File: src/rtl/dm_pkg.sv
// Shared types for the data memory controller: access-size encodings,
// controller states and the alignment rule.
package dm_pkg;

  localparam logic [1:0] SZ_BYTE = 2'd0;
  localparam logic [1:0] SZ_HALF = 2'd1;
  localparam logic [1:0] SZ_WORD = 2'd2;
  localparam logic [1:0] SZ_RSVD = 2'd3;

  typedef enum logic [1:0] {
    ST_INIT,
    ST_IDLE,
    ST_BUSY,
    ST_RESP
  } state_t;

  // The reserved size always faults, so it never reaches the memory.
  function automatic logic is_misaligned(input logic [1:0] size, input logic [1:0] ad_lo);
    logic bad;
    bad = 1'b0;
    case (size)
      SZ_HALF: bad = ad_lo[0];
      SZ_WORD: bad = (ad_lo != 2'b00);
      SZ_RSVD: bad = 1'b1;
      default: bad = 1'b0;
    endcase
    return bad;
  endfunction

endpackage

File: src/rtl/dm_if.sv
// Request/response bus between the datapath and the data memory controller.
interface dm_if #(
  parameter int AW = 8
);
  // Handshake: a request is taken on a rising edge where Req && Ready. Request
  // fields are sampled only on that edge. Valid is a one-cycle strobe; DM and
  // Misalign are meaningful only while Valid = 1. There is no backpressure on
  // the response side and no request queue.
  logic          Req;
  logic          We;
  logic [1:0]    Size;
  logic          Unsigned;
  logic [AW-1:0] Ad;
  logic [31:0]   WrData;
  logic          Ready;
  logic          Valid;
  logic [31:0]   DM;
  logic          Misalign;

  modport master (
    output Req, We, Size, Unsigned, Ad, WrData,
    input  Ready, Valid, DM, Misalign
  );

  modport slave (
    input  Req, We, Size, Unsigned, Ad, WrData,
    output Ready, Valid, DM, Misalign
  );
endinterface

File: src/rtl/dm_byte_lane.sv
// Little-endian lane steering: store lane enables and replicated write data,
// plus byte/half extraction and sign or zero extension for loads.
module dm_byte_lane
  import dm_pkg::*;
(
  input  logic [1:0]  size,
  input  logic [1:0]  ad_lo,
  input  logic        zero_ext,
  input  logic [31:0] wr_data,
  input  logic [31:0] rd_word,
  output logic [3:0]  lane_en,
  output logic [31:0] wr_word,
  output logic [31:0] rd_data
);

  logic [7:0]  rd_byte;
  logic [15:0] rd_half;

  // Write data is replicated across lanes so only the enables need steering.
  always_comb begin
    lane_en = 4'b0000;
    wr_word = wr_data;
    case (size)
      SZ_BYTE: begin
        lane_en = 4'b0001 << ad_lo;
        wr_word = {4{wr_data[7:0]}};
      end
      SZ_HALF: begin
        lane_en = ad_lo[1] ? 4'b1100 : 4'b0011;
        wr_word = {2{wr_data[15:0]}};
      end
      SZ_WORD: begin
        lane_en = 4'b1111;
        wr_word = wr_data;
      end
      default: begin
        lane_en = 4'b0000;
        wr_word = wr_data;
      end
    endcase
  end

  always_comb begin
    rd_byte = rd_word[7:0];
    case (ad_lo)
      2'd0: rd_byte = rd_word[7:0];
      2'd1: rd_byte = rd_word[15:8];
      2'd2: rd_byte = rd_word[23:16];
      2'd3: rd_byte = rd_word[31:24];
      default: rd_byte = rd_word[7:0];
    endcase
    rd_half = ad_lo[1] ? rd_word[31:16] : rd_word[15:0];
  end

  always_comb begin
    rd_data = rd_word;
    case (size)
      SZ_BYTE: rd_data = zero_ext ? {24'h0, rd_byte} : {{24{rd_byte[7]}}, rd_byte};
      SZ_HALF: rd_data = zero_ext ? {16'h0, rd_half} : {{16{rd_half[15]}}, rd_half};
      default: rd_data = rd_word;
    endcase
  end

endmodule

File: src/rtl/data_memory_ctrl.sv
// Byte-addressed 32-bit data memory with configurable access latency,
// misalignment faulting and an optional post-reset clearing sweep.
module data_memory_ctrl
  import dm_pkg::*;
#(
  parameter int AW         = 8,
  parameter int LATENCY    = 1,
  parameter int INIT_CLEAR = 1
) (
  input  logic   Clk,
  input  logic   Reset_n,
  dm_if.slave    bus,
  output state_t dbg_state
);

  localparam int             WA        = AW - 2;
  localparam int             DEPTH     = 1 << WA;
  localparam logic [WA-1:0]  LAST_WORD = WA'(DEPTH - 1);
  localparam logic [3:0]     WLOAD     = 4'(LATENCY - 1);

  state_t        state;
  logic [WA-1:0] clr_cnt;
  logic [3:0]    wcnt;
  logic          we_q;
  logic [1:0]    size_q;
  logic          uns_q;
  logic [AW-1:0] ad_q;
  logic [31:0]   wd_q;
  logic          ready_q;
  logic          valid_q;
  logic          mis_q;
  logic [31:0]   dm_q;

  logic [31:0]   mem [DEPTH];
  logic [31:0]   rd_word;
  logic [31:0]   rd_data;
  logic [31:0]   wr_word;
  logic [3:0]    lane_en;
  logic          access_edge;
  logic          clr_we;
  logic          acc_we;

  assign rd_word     = mem[ad_q[AW-1:2]];
  assign access_edge = (state == ST_BUSY) && (wcnt == 4'd0);
  assign clr_we      = Reset_n && (state == ST_INIT);
  assign acc_we      = Reset_n && access_edge && we_q;

  dm_byte_lane u_lane (
    .size     (size_q),
    .ad_lo    (ad_q[1:0]),
    .zero_ext (uns_q),
    .wr_data  (wd_q),
    .rd_word  (rd_word),
    .lane_en  (lane_en),
    .wr_word  (wr_word),
    .rd_data  (rd_data)
  );

  // Storage is not reset; the INIT sweep provides known contents instead.
  always_ff @(posedge Clk) begin
    if (clr_we) begin
      mem[clr_cnt] <= '0;
    end else if (acc_we) begin
      for (int i = 0; i < 4; i++) begin
        if (lane_en[i]) mem[ad_q[AW-1:2]][8*i +: 8] <= wr_word[8*i +: 8];
      end
    end
  end

  always_ff @(posedge Clk or negedge Reset_n) begin
    if (!Reset_n) begin
      state   <= (INIT_CLEAR != 0) ? ST_INIT : ST_IDLE;
      clr_cnt <= '0;
      wcnt    <= '0;
      we_q    <= 1'b0;
      size_q  <= SZ_BYTE;
      uns_q   <= 1'b0;
      ad_q    <= '0;
      wd_q    <= '0;
      ready_q <= 1'b0;
      valid_q <= 1'b0;
      mis_q   <= 1'b0;
      dm_q    <= '0;
    end else begin
      case (state)
        ST_INIT: begin
          if (clr_cnt == LAST_WORD) begin
            state   <= ST_IDLE;
            ready_q <= 1'b1;
            clr_cnt <= '0;
          end else begin
            clr_cnt <= clr_cnt + 1'b1;
          end
        end
        ST_IDLE: begin
          ready_q <= 1'b1;
          if (bus.Req && ready_q) begin
            we_q    <= bus.We;
            size_q  <= bus.Size;
            uns_q   <= bus.Unsigned;
            ad_q    <= bus.Ad;
            wd_q    <= bus.WrData;
            wcnt    <= WLOAD;
            ready_q <= 1'b0;
            // A faulting request skips the latency wait entirely.
            if (is_misaligned(bus.Size, bus.Ad[1:0])) begin
              state   <= ST_RESP;
              valid_q <= 1'b1;
              mis_q   <= 1'b1;
            end else begin
              state <= ST_BUSY;
            end
          end
        end
        ST_BUSY: begin
          if (wcnt == 4'd0) begin
            state   <= ST_RESP;
            valid_q <= 1'b1;
            mis_q   <= 1'b0;
            if (!we_q) dm_q <= rd_data;
          end else begin
            wcnt <= wcnt - 1'b1;
          end
        end
        ST_RESP: begin
          state   <= ST_IDLE;
          valid_q <= 1'b0;
          mis_q   <= 1'b0;
          ready_q <= 1'b1;
        end
        default: state <= ST_IDLE;
      endcase
    end
  end

  assign bus.Ready    = ready_q;
  assign bus.Valid    = valid_q;
  assign bus.DM       = dm_q;
  assign bus.Misalign = mis_q;
  assign dbg_state    = state;

endmodule

File: src/flat_wrapper.sv
// flat-port wrapper written by rule: the top's interface ports become plain ports
module data_memory_ctrl_flat import dm_pkg::*;
#(
  parameter int AW         = 8,
  parameter int LATENCY    = 1,
  parameter int INIT_CLEAR = 1
)
  (Clk, Reset_n, dbg_state, bus_Req, bus_We, bus_Size, bus_Unsigned, bus_Ad, bus_WrData, bus_Ready, bus_Valid, bus_DM, bus_Misalign);
  dm_if #(.AW(AW)) bus_i ();
  input  logic Clk;
  input  logic Reset_n;
  output state_t dbg_state;
  input wire logic [$bits(bus_i.Req)-1:0] bus_Req;
  input wire logic [$bits(bus_i.We)-1:0] bus_We;
  input wire logic [$bits(bus_i.Size)-1:0] bus_Size;
  input wire logic [$bits(bus_i.Unsigned)-1:0] bus_Unsigned;
  input wire logic [$bits(bus_i.Ad)-1:0] bus_Ad;
  input wire logic [$bits(bus_i.WrData)-1:0] bus_WrData;
  output wire logic [$bits(bus_i.Ready)-1:0] bus_Ready;
  output wire logic [$bits(bus_i.Valid)-1:0] bus_Valid;
  output wire logic [$bits(bus_i.DM)-1:0] bus_DM;
  output wire logic [$bits(bus_i.Misalign)-1:0] bus_Misalign;
  assign bus_i.Req = bus_Req;
  assign bus_i.We = bus_We;
  assign bus_i.Size = bus_Size;
  assign bus_i.Unsigned = bus_Unsigned;
  assign bus_i.Ad = bus_Ad;
  assign bus_i.WrData = bus_WrData;
  assign bus_Ready = bus_i.Ready;
  assign bus_Valid = bus_i.Valid;
  assign bus_DM = bus_i.DM;
  assign bus_Misalign = bus_i.Misalign;
  data_memory_ctrl #(.AW(AW), .LATENCY(LATENCY), .INIT_CLEAR(INIT_CLEAR)) u_core (.Clk(Clk), .Reset_n(Reset_n), .bus(bus_i), .dbg_state(dbg_state));
endmodule
File: config.mk
export PLATFORM = sky130hd
export DESIGN_NAME = data_memory_ctrl_flat
export DESIGN_NICKNAME = d
export VERILOG_FILES = /design/src/rtl/dm_pkg.sv /design/src/rtl/dm_if.sv /design/src/rtl/dm_byte_lane.sv /design/src/rtl/data_memory_ctrl.sv /design/src/flat_wrapper.sv
export SDC_FILE = /design/constraint.sdc
export NUM_CORES = 2
export LEC_CHECK = 0
export CAP_MARGIN = 10
export CORE_ASPECT_RATIO = 2
export CORE_MARGIN = 1
export CORE_UTILIZATION = 40
export CTS_BUF_LIST = sky130_fd_sc_hd__clkbuf_4
export CTS_CLUSTER_SIZE = 30
export DETAILED_ROUTE_END_ITERATION = 12
export MAX_ROUTING_LAYER = met4
export SYNTH_ARGS = -nofsm -noshare
export SYNTH_HDL_FRONTEND = slang
export SYNTH_SLANG_ARGS = --single-unit
export TNS_END_PERCENT = 10
File: constraint.sdc
create_clock -name Clk -period 4.79 [get_ports Clk]
set_input_delay 0.7185 -clock Clk [delete_from_list [all_inputs] [get_ports Clk]]
set_output_delay 0.7185 -clock Clk [all_outputs]
set_load 0.05 [all_outputs]
==> results.md <==
* Critical Path Slowest Stage Cell: nor2b_1
* Core Area at roughly 0.21 sq mm
* Psw at about 0.020 W
* CP Capture Type: register
* Routed len/inst at 33.3 um
* Synth area leader: edfxtp_1
* Clock Root Buffer: clkbuf_4
* Relative slew slack at 0.221
* Final period util at 0.970
* Synth top area share at 0.729
* Post-synth ARST share at 0.0425
* Internal at 0.0336 W
* Sequential area share after synthesis at 0.756
* PwrDens at 556 mW/mm^2
* Dpl cells at about 7,300
* Critical path cell sequence: buf_4 > nor2b_1 > buf_4 > a22oi_1 > and3_1 > a31oi_1 > a31oi_1 > o31a_1 > a21oi_1 > o21ai_0
* Non-filler cells, final at 8,098
* Ys Warns at 0
* DRT iter0 DRCs at between 4,000 and 5,000
* Starting density of the core at 0.402
* Layout fillers at around 18,000
* Switching Share at 0.376
* Post-synth EDFFs at 2,048
* Initial antenna violation count at 7
* RSZ-0062 raised after global routing: false
* Synth Register Bits at between 2,000 and 2,500
* HPWL Detailed at roughly 190,000 um
* Slew @ Worst Pin at ~1200 ps
* Cell variety after synth at 71
* Mapped Cells at 4,261
* Worst-path clk slew at roughly 70 ps
* Final setup viols at 0
* Global-route wire length before repair at 373,000 um
* GR Overflow Total at 0
* Prevailing post-synth register cell: edfxtp_1
* Crit path buffers/inverters at 2
* TNS Setup at 0 ps
* Htree depth at 5
* GPL Wtd Cong at approximately 0.98
* Crit Path Class: register to register
* CP max FO at 26
* Fmax achieved at 215 MHz
* Vias per inst at 5.80
* Die Y at 652 um
* Routed via count at 46,929
* Clock power frac at 0.239
* Leak Pwr at between 20 and 30 nW
* Clk_lat worst skew at between 1000 and 1500 ps
* Clk_skew at between 100 and 150 ps
* Mapped Area at approximately 0.084 sq mm
* Synthesized area per cell at 19.8 sq um
* Final wirelength at 270,000 um
* Antenna Nets Post-Route at 0
* Share of layout cells above drive strength 1 at 0.316
* Port Buf Inserts at slightly above 80
* Row Count at around 240
* Outcome: completed
* Worst VDD drop at about 0.38 mV
* Post-synth net total at ~4,300
* Worst EP required at just under 6000 ps
* Combinational power share at 0.357
* Die area at between 0.2 and 0.25 sq mm
* Synth area leaders: edfxtp_1 73%, mux4_2 12%, dfrtp_1 2.7%
* Count of final max-slew check failures at 0
* Remaining DRCs at 0
* Area growth syn-to-layout at 14.8%
* Largest net degree at the start of global routing at 99
* Final Hold Fails at 0
* Number of setup buffers added after CTS at 0
* Worst hold path type: input pin to register
* Final nets at ~5,000
* WP data arrival at about 5700 ps
* Max-cap violation count at 0
* CP startpoint kind: register
* Num CTS Buffers at between 400 and 500
* Post-cts resize count at 0
* TritonRoute pass-1 iters at 10
* Boundary Pins at 84
* CP top delay family: compound AO/OA/AOI/OAI gates
* Final min period at between 4000 and 5000 ps
* CTS Buffer Depth at 4
* Reg power frac at 0.405
* CTS tree: built
* Die width at 327 um
* Clock Sinks at approximately 2,100
* GRT Util Overall at 0.260
* Max incr delay on CP at slightly above 800 ps
* Vias in the first global route at about 50,000
[cells in the final DEF (no fill, tap or decap), types with 13 or more instances in the layout]
| master | n |
|---|---|
| buf_12 | 33 |
| clkbuf_4 | 588 |
| mux2_2 | 64 |
| nor2_1 | 326 |
| o211ai_1 | 17 |
| nor3_1 | 36 |
| clkdlybuf4s50_1 | 82 |
| nand2_1 | 144 |
| a21oi_1 | 82 |
| o22ai_1 | 79 |
| mux4_2 | 456 |
| dfrtp_1 | 86 |
| nor2_4 | 18 |
| a22oi_1 | 80 |
| dlygate4sd3_1 | 13 |
| nor2b_1 | 19 |
| mux2i_1 | 199 |
| a221oi_1 | 14 |
| a211oi_1 | 16 |
| buf_4 | 421 |
| a22o_1 | 15 |
| edfxtp_1 | 2048 |
| o21ai_0 | 45 |
| a31oi_1 | 17 |
| o221ai_1 | 14 |
| nor4_1 | 13 |
| clkinv_2 | 27 |
| nand3_1 | 41 |
| clkinv_1 | 133 |
[sequential cells by signal (all words and copies together), names as in the netlist, 2 cells and up]
| signal | count |
|---|---|
| u_core.wcnt | 4 |
| u_core.size_q | 2 |
| u_core.bus.DM | 32 |
| u_core.mem | 2048 |
| u_core.wd_q | 32 |
| u_core.clr_cnt | 6 |
| u_core.ad_q | 8 |
| u_core.dbg_state | 2 |
[what timing repair did]
| action | 4_1_cts | 5_1_grt |
|---|---|---|
| hold buffers | 13 | 0 |
| setup endpoints to repair | 0 | 0 |
| endpoints found under the hold margin | 56 | 0 |
[power groups by stage]
stage	logic [W]	clock network [W]	registers (W)
finish	0.0192	0.0129	0.0218
detailed placement	0.0190	0	0.0222
floorplan	0.0102	0	0.0221
global placement	0.0189	0	0.0222
CTS	0.0190	0.0132	0.0218
global route	0.0195	0.0139	0.0218
[kinds of logic (layout without fill, tap and decap cells)]
family          after synthesis  after routing  synth area share
buf+inv                     262           1331            0.0177
mux                         719            719             0.154
compound gates              451            451            0.0361
fa+ha+maj                     8              8           0.00119
simple gates                680            680            0.0350
flops                      2139           2139             0.756
other cells                   0              8                 0
xor+xnor                      2              2          0.000208
[synthesized netlist by cell type (4+ instances only)]
cell type and instances:
nor4_1 13, o211ai_1 17, edfxtp_1 2048, nand4_1 9, buf_2 58, o21ai_0 45
nor2b_1 23, mux4_2 456, or3_1 10, a221oi_1 14, a2111oi_0 9, nand3_1 42
a211oi_1 16, buf_8 7, nand2b_1 8, nand2_1 144, or2_2 8, mux2_2 64
dfrtp_1 91, o31ai_1 11, and2_1 21, a21oi_1 91, clkbuf_1 104, mux2i_1 199
ha_1 8, buf_4 36, a31oi_1 22, and3_1 5, buf_1 15, a22o_1 15
buf_6 25, o221ai_1 14, a22oi_1 80, nor3_1 36, o31a_1 4, inv_1 12
o22ai_1 79, nor2_1 347
[metal layers]
metal | GRT usage | routed length (um)
met1 | 0.245 | 82300
met5 | - | 0
met3 | 0.0421 | 15800
met2 | 0.463 | 146000
met4 | 0.209 | 25400
[worst reg2reg max path, delay by kind of cell (launching register included)]
family          cells  cell delay, ps
compound gates      6            2070
simple gates        2            1020
flops               1             710
buf+inv             2             650
[stage by stage]
stage / hold WS (ps) / instance area [sq um] / util / power (W) / worst slack [ps]
after global placement: 468 / 91400 / 0.436 / 0.0411 / 488
after CTS: 1.29 / 96800 / 0.461 / 0.0539 / 401
final: 141 / 96900 / 0.461 / 0.0539 / 144
after detailed placement: 490 / 91400 / 0.436 / 0.0412 / 465
after floorplan: 423 / 84400 / - / 0.0323 / 576
after global routing: 52.9 / 96900 / 0.461 / 0.0552 / 274
[worst paths after layout]
| kind | cells after the start | from | slack [ps] | endpoint |
|---|---|---|---|---|
| worst min-delay path | 2 | bus_WrData[25] | 140 | u_core.wd_q[25] |
| min in group asynchronous | 3 | Reset_n | 170 | u_core.wcnt[2] |
| max in group asynchronous | 4 | Reset_n | 3130 | u_core.ad_q[5] |
| worst max register to register | 10 | u_core.ad_q[4] | 140 | u_core.bus.DM[19] |
| worst max-delay path | 10 | u_core.ad_q[4] | 140 | u_core.bus.DM[19] |
| worst min register to register | 2 | u_core.bus.DM[4] | 510 | u_core.bus.DM[4] |
[area by class of cell]
cell class	instances	area, sq um	area share
Timing Repair Buffer	549	4770	0.0493
Multi-Input combinational cell	1860	19500	0.201
Clock buffer	588	4410	0.0456
Antenna cell	8	20.0	0.000207
Clock inverter	179	856	0.00883
Inverter	15	56.3	0.000581
Tap cell	2760	3450	0.0356
Sequential cell	2139	63800	0.659
Power figures use the tool's default switching activity.
